`src/rtl/uart_pkg.sv`:
```
// uart_pkg: shared UART frame constants and receiver state encoding
package uart_pkg;
  localparam int UART_DATA_BITS = 8;
  localparam int CLKS_PER_BIT_DEF = 16;
  typedef enum logic [2:0] {IDLE, START, DATA, STOP, BREAK} state_t;
endpackage

```
`src/rtl/sync_ff.sv`:
```
// sync_ff: multi-stage flop chain that brings an asynchronous bit into the clk domain
module sync_ff #(
  parameter int   DEPTH   = 2,
  parameter logic RST_VAL = 1'b1
) (
  input  logic clk,
  input  logic rst_n,
  input  logic d,
  output logic q
);
  logic [DEPTH-1:0] chain;
  always_ff @(posedge clk or negedge rst_n)
    if (!rst_n) chain <= {DEPTH{RST_VAL}};
    else chain <= {chain[DEPTH-2:0], d};
  assign q = chain[DEPTH-1];
endmodule

```
`src/rtl/uart_rx.sv`:
```
// uart_rx: 8N1 receiver sampling each bit at its midpoint, with valid and framing-error strobes
module uart_rx
  import uart_pkg::*;
#(
  parameter int CLKS_PER_BIT = CLKS_PER_BIT_DEF,
  parameter int SYNC_STAGES  = 2
) (
  input  logic                      clk,
  input  logic                      rst_n,
  input  logic                      rx,
  output logic [UART_DATA_BITS-1:0] data_out,
  output logic                      valid,
  output logic                      frame_err,
  output logic                      busy
);
  localparam int H  = CLKS_PER_BIT / 2;
  localparam int CW = $clog2(CLKS_PER_BIT);
  localparam int IW = $clog2(UART_DATA_BITS);
  state_t state, state_n;
  logic [CW-1:0] cnt, cnt_n;
  logic [IW-1:0] idx, idx_n;
  logic [UART_DATA_BITS-1:0] sh, sh_n, data_n;
  logic valid_n, ferr_n, rx_s, bit_end, half_end;
  sync_ff #(.DEPTH(SYNC_STAGES), .RST_VAL(1'b1)) u_sync (
    .clk(clk), .rst_n(rst_n), .d(rx), .q(rx_s)
  );
  assign bit_end  = cnt == CW'(CLKS_PER_BIT - 1);
  assign half_end = cnt == CW'(H - 1);
  assign busy     = state != IDLE;
  always_comb begin
    state_n = state;
    cnt_n   = cnt + 1'b1;
    idx_n   = idx;
    sh_n    = sh;
    data_n  = data_out;
    valid_n = 1'b0;
    ferr_n  = 1'b0;
    case (state)
      IDLE: begin
        cnt_n = '0;
        if (!rx_s) state_n = START;
      end
      START: if (half_end) begin
        cnt_n   = '0;
        state_n = rx_s ? IDLE : DATA;
      end
      DATA: if (bit_end) begin
        cnt_n = '0;
        sh_n  = {rx_s, sh[UART_DATA_BITS-1:1]};
        idx_n = idx + 1'b1;
        if (idx == IW'(UART_DATA_BITS - 1)) state_n = STOP;
      end
      STOP: if (bit_end) begin
        cnt_n   = '0;
        state_n = rx_s ? IDLE : BREAK;
        valid_n = rx_s;
        ferr_n  = !rx_s;
        data_n  = rx_s ? sh : data_out;
      end
      // a held-low line must go high before another start can be recognised
      BREAK: begin
        cnt_n = '0;
        if (rx_s) state_n = IDLE;
      end
      default: begin
        cnt_n   = '0;
        state_n = IDLE;
      end
    endcase
  end
  always_ff @(posedge clk or negedge rst_n)
    if (!rst_n) begin
      state     <= IDLE;
      cnt       <= '0;
      idx       <= '0;
      sh        <= '0;
      data_out  <= '0;
      valid     <= 1'b0;
      frame_err <= 1'b0;
    end else begin
      state     <= state_n;
      cnt       <= cnt_n;
      idx       <= idx_n;
      sh        <= sh_n;
      data_out  <= data_n;
      valid     <= valid_n;
      frame_err <= ferr_n;
    end
endmodule

```
`config.mk`:
```
export PLATFORM = sky130hd
export DESIGN_NAME = uart_rx
export DESIGN_NICKNAME = d
export VERILOG_FILES = /design/src/rtl/uart_pkg.sv /design/src/rtl/sync_ff.sv /design/src/rtl/uart_rx.sv
export SDC_FILE = /design/constraint.sdc
export NUM_CORES = 1
export LEC_CHECK = 0
export BUFFER_PORTS_ARGS = -buffer_cell sky130_fd_sc_hd__buf_4
export CAP_MARGIN = 10
export CORE_MARGIN = 2
export CORE_UTILIZATION = 55
export DETAILED_ROUTE_END_ITERATION = 7
export GPL_ROUTABILITY_DRIVEN = 1
export MAX_ROUTING_LAYER = met4
export PLACE_DENSITY = 0.82
export SLEW_MARGIN = 20
export SYNTH_ARGS = -nofsm -noshare
export SYNTH_HDL_FRONTEND = slang
export SYNTH_HIERARCHICAL = 1
export SYNTH_SLANG_ARGS = --single-unit
```
`constraint.sdc`:
```
create_clock -name clk -period 3.3 [get_ports clk]
set_input_delay 0.66 -clock clk [delete_from_list [all_inputs] [get_ports clk]]
set_output_delay 0.66 -clock clk [all_outputs]
set_load 0.05 [all_outputs]
```
# Yosys cells after proc, flatten, opt, wreduce, memory -nomap -nowiden

Index checks and enable logic that the tools add are counted.

Flip-flop bits (word level): 30
Input bits: 3
Output and inout bits: 11
Logic and storage cells: 46

$add $sub $neg: 2
Equality and inequality tests: 13
Muxes and demuxes: 16
Reductions and logical operators: 7

Operator list:

| kind                                                                    | count |
|---|---|
| 3-bit 2-to-1 mux                                                        | 7 |
| 3-bit one-hot mux with 5 select lines                                   | 1 |
| 2-bit inequality test, second input constant                            | 5 |
| 4-bit 2-to-1 mux                                                        | 2 |
| 4-bit one-hot mux with 2 select lines                                   | 1 |
| 3-bit by 2-bit equality test with 1-bit output, second input constant   | 2 |
| 3-bit equality test, second input constant                              | 2 |
| 6-bit AND reduction                                                     | 1 |
| 4-bit by 1-bit adder with 4-bit output, second input constant           | 1 |
| 4-bit by 3-bit equality test with 1-bit output, second input constant   | 1 |
| 4-bit equality test, second input constant                              | 1 |
| 1-bit 2-to-1 mux                                                        | 4 |
| 3-bit by 1-bit adder with 3-bit output, second input constant           | 1 |
| 3-bit by 1-bit equality test with 1-bit output, second input constant   | 1 |
| 3-bit logical NOT                                                       | 1 |
| 3-bit AND reduction                                                     | 1 |
| 3-bit nonzero test                                                      | 1 |
| 2-bit 2-to-1 mux                                                        | 1 |
| 2-bit by 1-bit inequality test with 1-bit output, second input constant | 1 |
| 2-bit AND reduction                                                     | 1 |
| 2-bit OR reduction                                                      | 1 |
| 1-bit logical NOT                                                       | 1 |

# Depth between registers and ports, before layout

Depth after elaboration: 4
Mapped depth: 5
Gate-level depth less buffers: 5

# By module

Netlist, hierarchy kept.

Modules (own cells, without submodules):

| module  | times used | cells an instance | area an instance (µm²) | seq. area each (µm²) |
|---|---|---|---|---|
| uart_rx | 1          | 81                | 1182.4                 | 700.7 |
| sync_ff | 1          | 2                 | 52.6                   | 52.6 |

# Least setup slack after synthesis

OpenSTA, ideal clock, no wires.

Kind: register to register
Start point: register cnt[0]
End point: register data_out[0]
Library setup time: 0.125 ns
Arrival time: 1.650 ns
Required time: 3.175 ns
Slack: 1.525 ns
Stages on the path, launching flop included: 6
Path buffers: 1
Clock period less this slack: 1.775 ns
Path through: dfrtp_1 -> ha_1 -> and3_4 -> or4b_1 -> buf_6 -> mux2_4

Longest elaborated chain between the ends: 2

Ends and longest elaborated chain:

| element                              | line          | source |
|---|---|---|
| start, declared                      | uart_rx.sv:20 | `logic [CW-1:0] cnt, cnt_n;` |
| start signal, assigned               | uart_rx.sv:82 | `cnt <= cnt_n;` |
| 4-bit equality test                  | uart_rx.sv:27 | `assign bit_end = cnt == CW'(CLKS_PER_BIT - 1);` |
| 3-bit AND reduction (no source line) | n/a           |  |
| end signal, assigned                 | uart_rx.sv:85 | `data_out <= data_n;` |
| end, declared                        | uart_rx.sv:11 | `output logic [UART_DATA_BITS-1:0] data_out,` |

Every way passes these cells.
A chain may end at the register's enable or synchronous reset.

# Worst setup path after layout

Start point: register cnt[0]
End point: register data_out[2]

Same word-level chain as after synthesis.

==> impl_metrics.tcl <==
set metrics [dict create \
    netlist_top_cells_area "dfrtp_1 57%, mux2_2 10%, mux2_4 9.7%, dfstp_2 4.3%, ha_1 3.0%" \
    avgSynthCellArea_um2 14.9 \
    end_kind "flop" \
    path_max_fanout 8 \
    remaining_drc_errors 0 \
    cpMaxStageDelayCell "or4b_1" \
    outcome "completed" \
    required_ns 3.50 \
    relSlewSlack 0.672 \
    cts_buffer_depth 2 \
    setup-tns-final_ns 0 \
    pre_cts_slack_ns 1.30 \
    cts_hold_buf 0 \
    rows 17 \
    cts.sinks 30 \
    drt_iter0_markers 7 \
    multi_input_area_um2 458 \
    crit_type "reg2reg" \
    ant_nets 0 \
    hold_path.class "in2async" \
    cts-resized-gates 0 \
    yosysTopAreaCellShare 0.567 \
    hpwl_um 1250 \
    p_sw_frac 0.243 \
    slew_viol_final 0 \
    finalNetCount 106 \
    ys.warnings.count 6 \
    grt_max_degree 31 \
    p_leak_nw 0.720 \
    grt.total_usage 0.175 \
    cts_tree "built" \
    period_share 0.613 \
    cts_buffers 5 \
    cts-root-buf "clkbuf_4" \
    syn_area_um2 1230 \
    hold_violations 0 \
    ios 14 \
    ys_ff_latch 30 \
    post-cts-setup-buffers 0 \
    p_seq_frac 0.618 \
    io_buffers 13 \
    power.density_nw_per_um2 476 \
    cp_cell_sequence "ha_1, and3_4, or4b_1, mux2_4" \
    core_area_um2 2170 \
    htreeDepth 2 \
    grt_pass1_wl_um 3170 \
    whs_ns 0.258 \
    drt-total-wl_um 1720 \
    critPathLaunchType "flop" \
    p_int_mw 0.503 \
    syn_inst 83 \
    setup_violations 0 \
    drt_first_pass_iters 3 \
    finClkSkew_ns 0.00313 \
    clk_pin_slew_ns 0.08 \
    rsz0062_at_grt "no" \
    initial_utilization 0.569 \
    antenna_found_initial 0 \
    clkPwrFrac 0.285 \
    die_w_um 51.4 \
    fin_crit_ns 2.02 \
    vias 694 \
    first_global_vias 719 \
    max_cap_viol_count 0 \
    grt_overflow 0 \
    fin_ws_ns 1.28 \
    die_height_um 51.4 \
    critical_path_arrival_ns 2.22 \
    wire_per_inst_um 13.3 \
    p_switching_mw 0.161 \
    post-synth-top-area-cell "dfrtp_1" \
    syn2layout_area_growth_pct 13.1 \
    ys_seq_area_frac 0.610 \
    synth_nets 89 \
    cpPeakStageDelay_ns 0.68 \
    ff_latch_area_um2 753 \
    gp_congestion 0.724 \
    ir_drop_mv 0.321 \
    comb_power_share 0.096 \
    drive_gt1_frac 0.416 \
    worst_slew_pin_slew_ns 0.493 \
    fmax_ghz 0.494 \
    die-area_um2 2640 \
    clock_latency_ns 0.31 \
    power.total_mw 0.664 \
    ys_types 26 \
    diodes 0 \
    fill_cells 172 \
    vias_per_cell 5.38 \
]
[worst max-delay path, delay by kind of cell, from the launching register on]
family / cells / cell delay, ns
AND/OR/NAND/NOR: 2 / 0.91
flip-flops: 1 / 0.38
multiplexers: 1 / 0.38
adder cells (fa/ha/maj): 1 / 0.24
[area by class of cell]
type	count	area share
Timing Repair Buffer	13	0.0699
Tap cell	28	0.0251
Multi-Input combinational cell	49	0.328
Clock buffer	8	0.0349
Inverter	1	0.00269
Sequential cell	30	0.539
[power groups by stage]
stage / combinational, mW / clock [mW] / sequential, mW
after global placement: 0.0618 / 0 / 0.415
after detailed placement: 0.0652 / 0 / 0.417
after floorplan: 0.0461 / 0 / 0.412
after global routing: 0.0739 / 0.224 / 0.415
final: 0.0640 / 0.189 / 0.411
after CTS: 0.0661 / 0.202 / 0.410
[cells in the final DEF (no fill, tap or decap), types with 2 or more instances in the layout]
cell type / netlist / layout
clkbuf_4: 0 / 5
mux2_4: 8 / 8
mux2_2: 11 / 11
dfstp_2: 2 / 2
clkbuf_1: 1 / 3
nor2_1: 4 / 4
nand2_1: 4 / 4
dfrtp_1: 28 / 28
ha_1: 3 / 3
a21oi_1: 2 / 2
xnor2_1: 3 / 3
buf_4: 0 / 13
a211oi_1: 2 / 2
[path summary, 6_finish.rpt]
kind                              endpoint  depth (start not counted)  slack [ns]             from
max                            data_out[2]                          4        1.28           cnt[0]
min                                 cnt[2]                          1        0.26            rst_n
max reg2reg                    data_out[2]                          4        1.28           cnt[0]
min reg2reg                u_sync/chain[1]                          0        0.36  u_sync/chain[0]
max in group asynchronous  u_sync/chain[1]                          1        2.73            rst_n
min in group clk           u_sync/chain[1]                          0        0.36  u_sync/chain[0]
[registers in the layout (all words and copies together), names as in the netlist]
name,cells
frame_err,1
valid,1
data_out,8
u_sync/chain,2
cnt,4
sh,8
idx,3
state,3
[cells by family after synthesis]
family | Yosys count | synth area share
and+or+nand+nor | 18 | 0.0861
xor gates and xnor gates | 4 | 0.0284
DFF | 30 | 0.610
adders and majority gates | 3 | 0.0304
muxes | 19 | 0.198
buffers and inverters | 4 | 0.0192
AOI/OAI and AO/OA | 5 | 0.0284
[layer usage]
layer / global-route usage / vias up / share of wire
met1: 0.199 / 341 / 0.45
met3: 0.0614 / 4 / 0.053
li1: - / 333 / -
met4: 0.114 / 0 / 0.016
met5: - / - / 0
met2: 0.263 / 16 / 0.48
[stage by stage]
step,instance area [µm²],cells,utilization
after floorplan,1230,83,-
after global placement,1350,121,0.621
after detailed placement,1350,121,0.621
after CTS,1400,129,0.644
after global routing,1400,129,0.644
final,1400,129,0.644
[cell usage after synthesis (all sizes together)]
master / instances
xnor2: 3
nand2: 4
nor3b: 1
clkbuf: 1
nor3: 1
inv: 1
xor2: 1
buf: 2
and3: 1
nor2: 4
nor4b: 1
ha: 3
a211oi: 2
nand3: 1
a311o: 1
or2: 1
or3: 1
or3b: 1
a21oi: 2
dfrtp: 28
mux2: 19
or4: 1
or4b: 1
dfstp: 2
(Power assumes the default switching activity.)
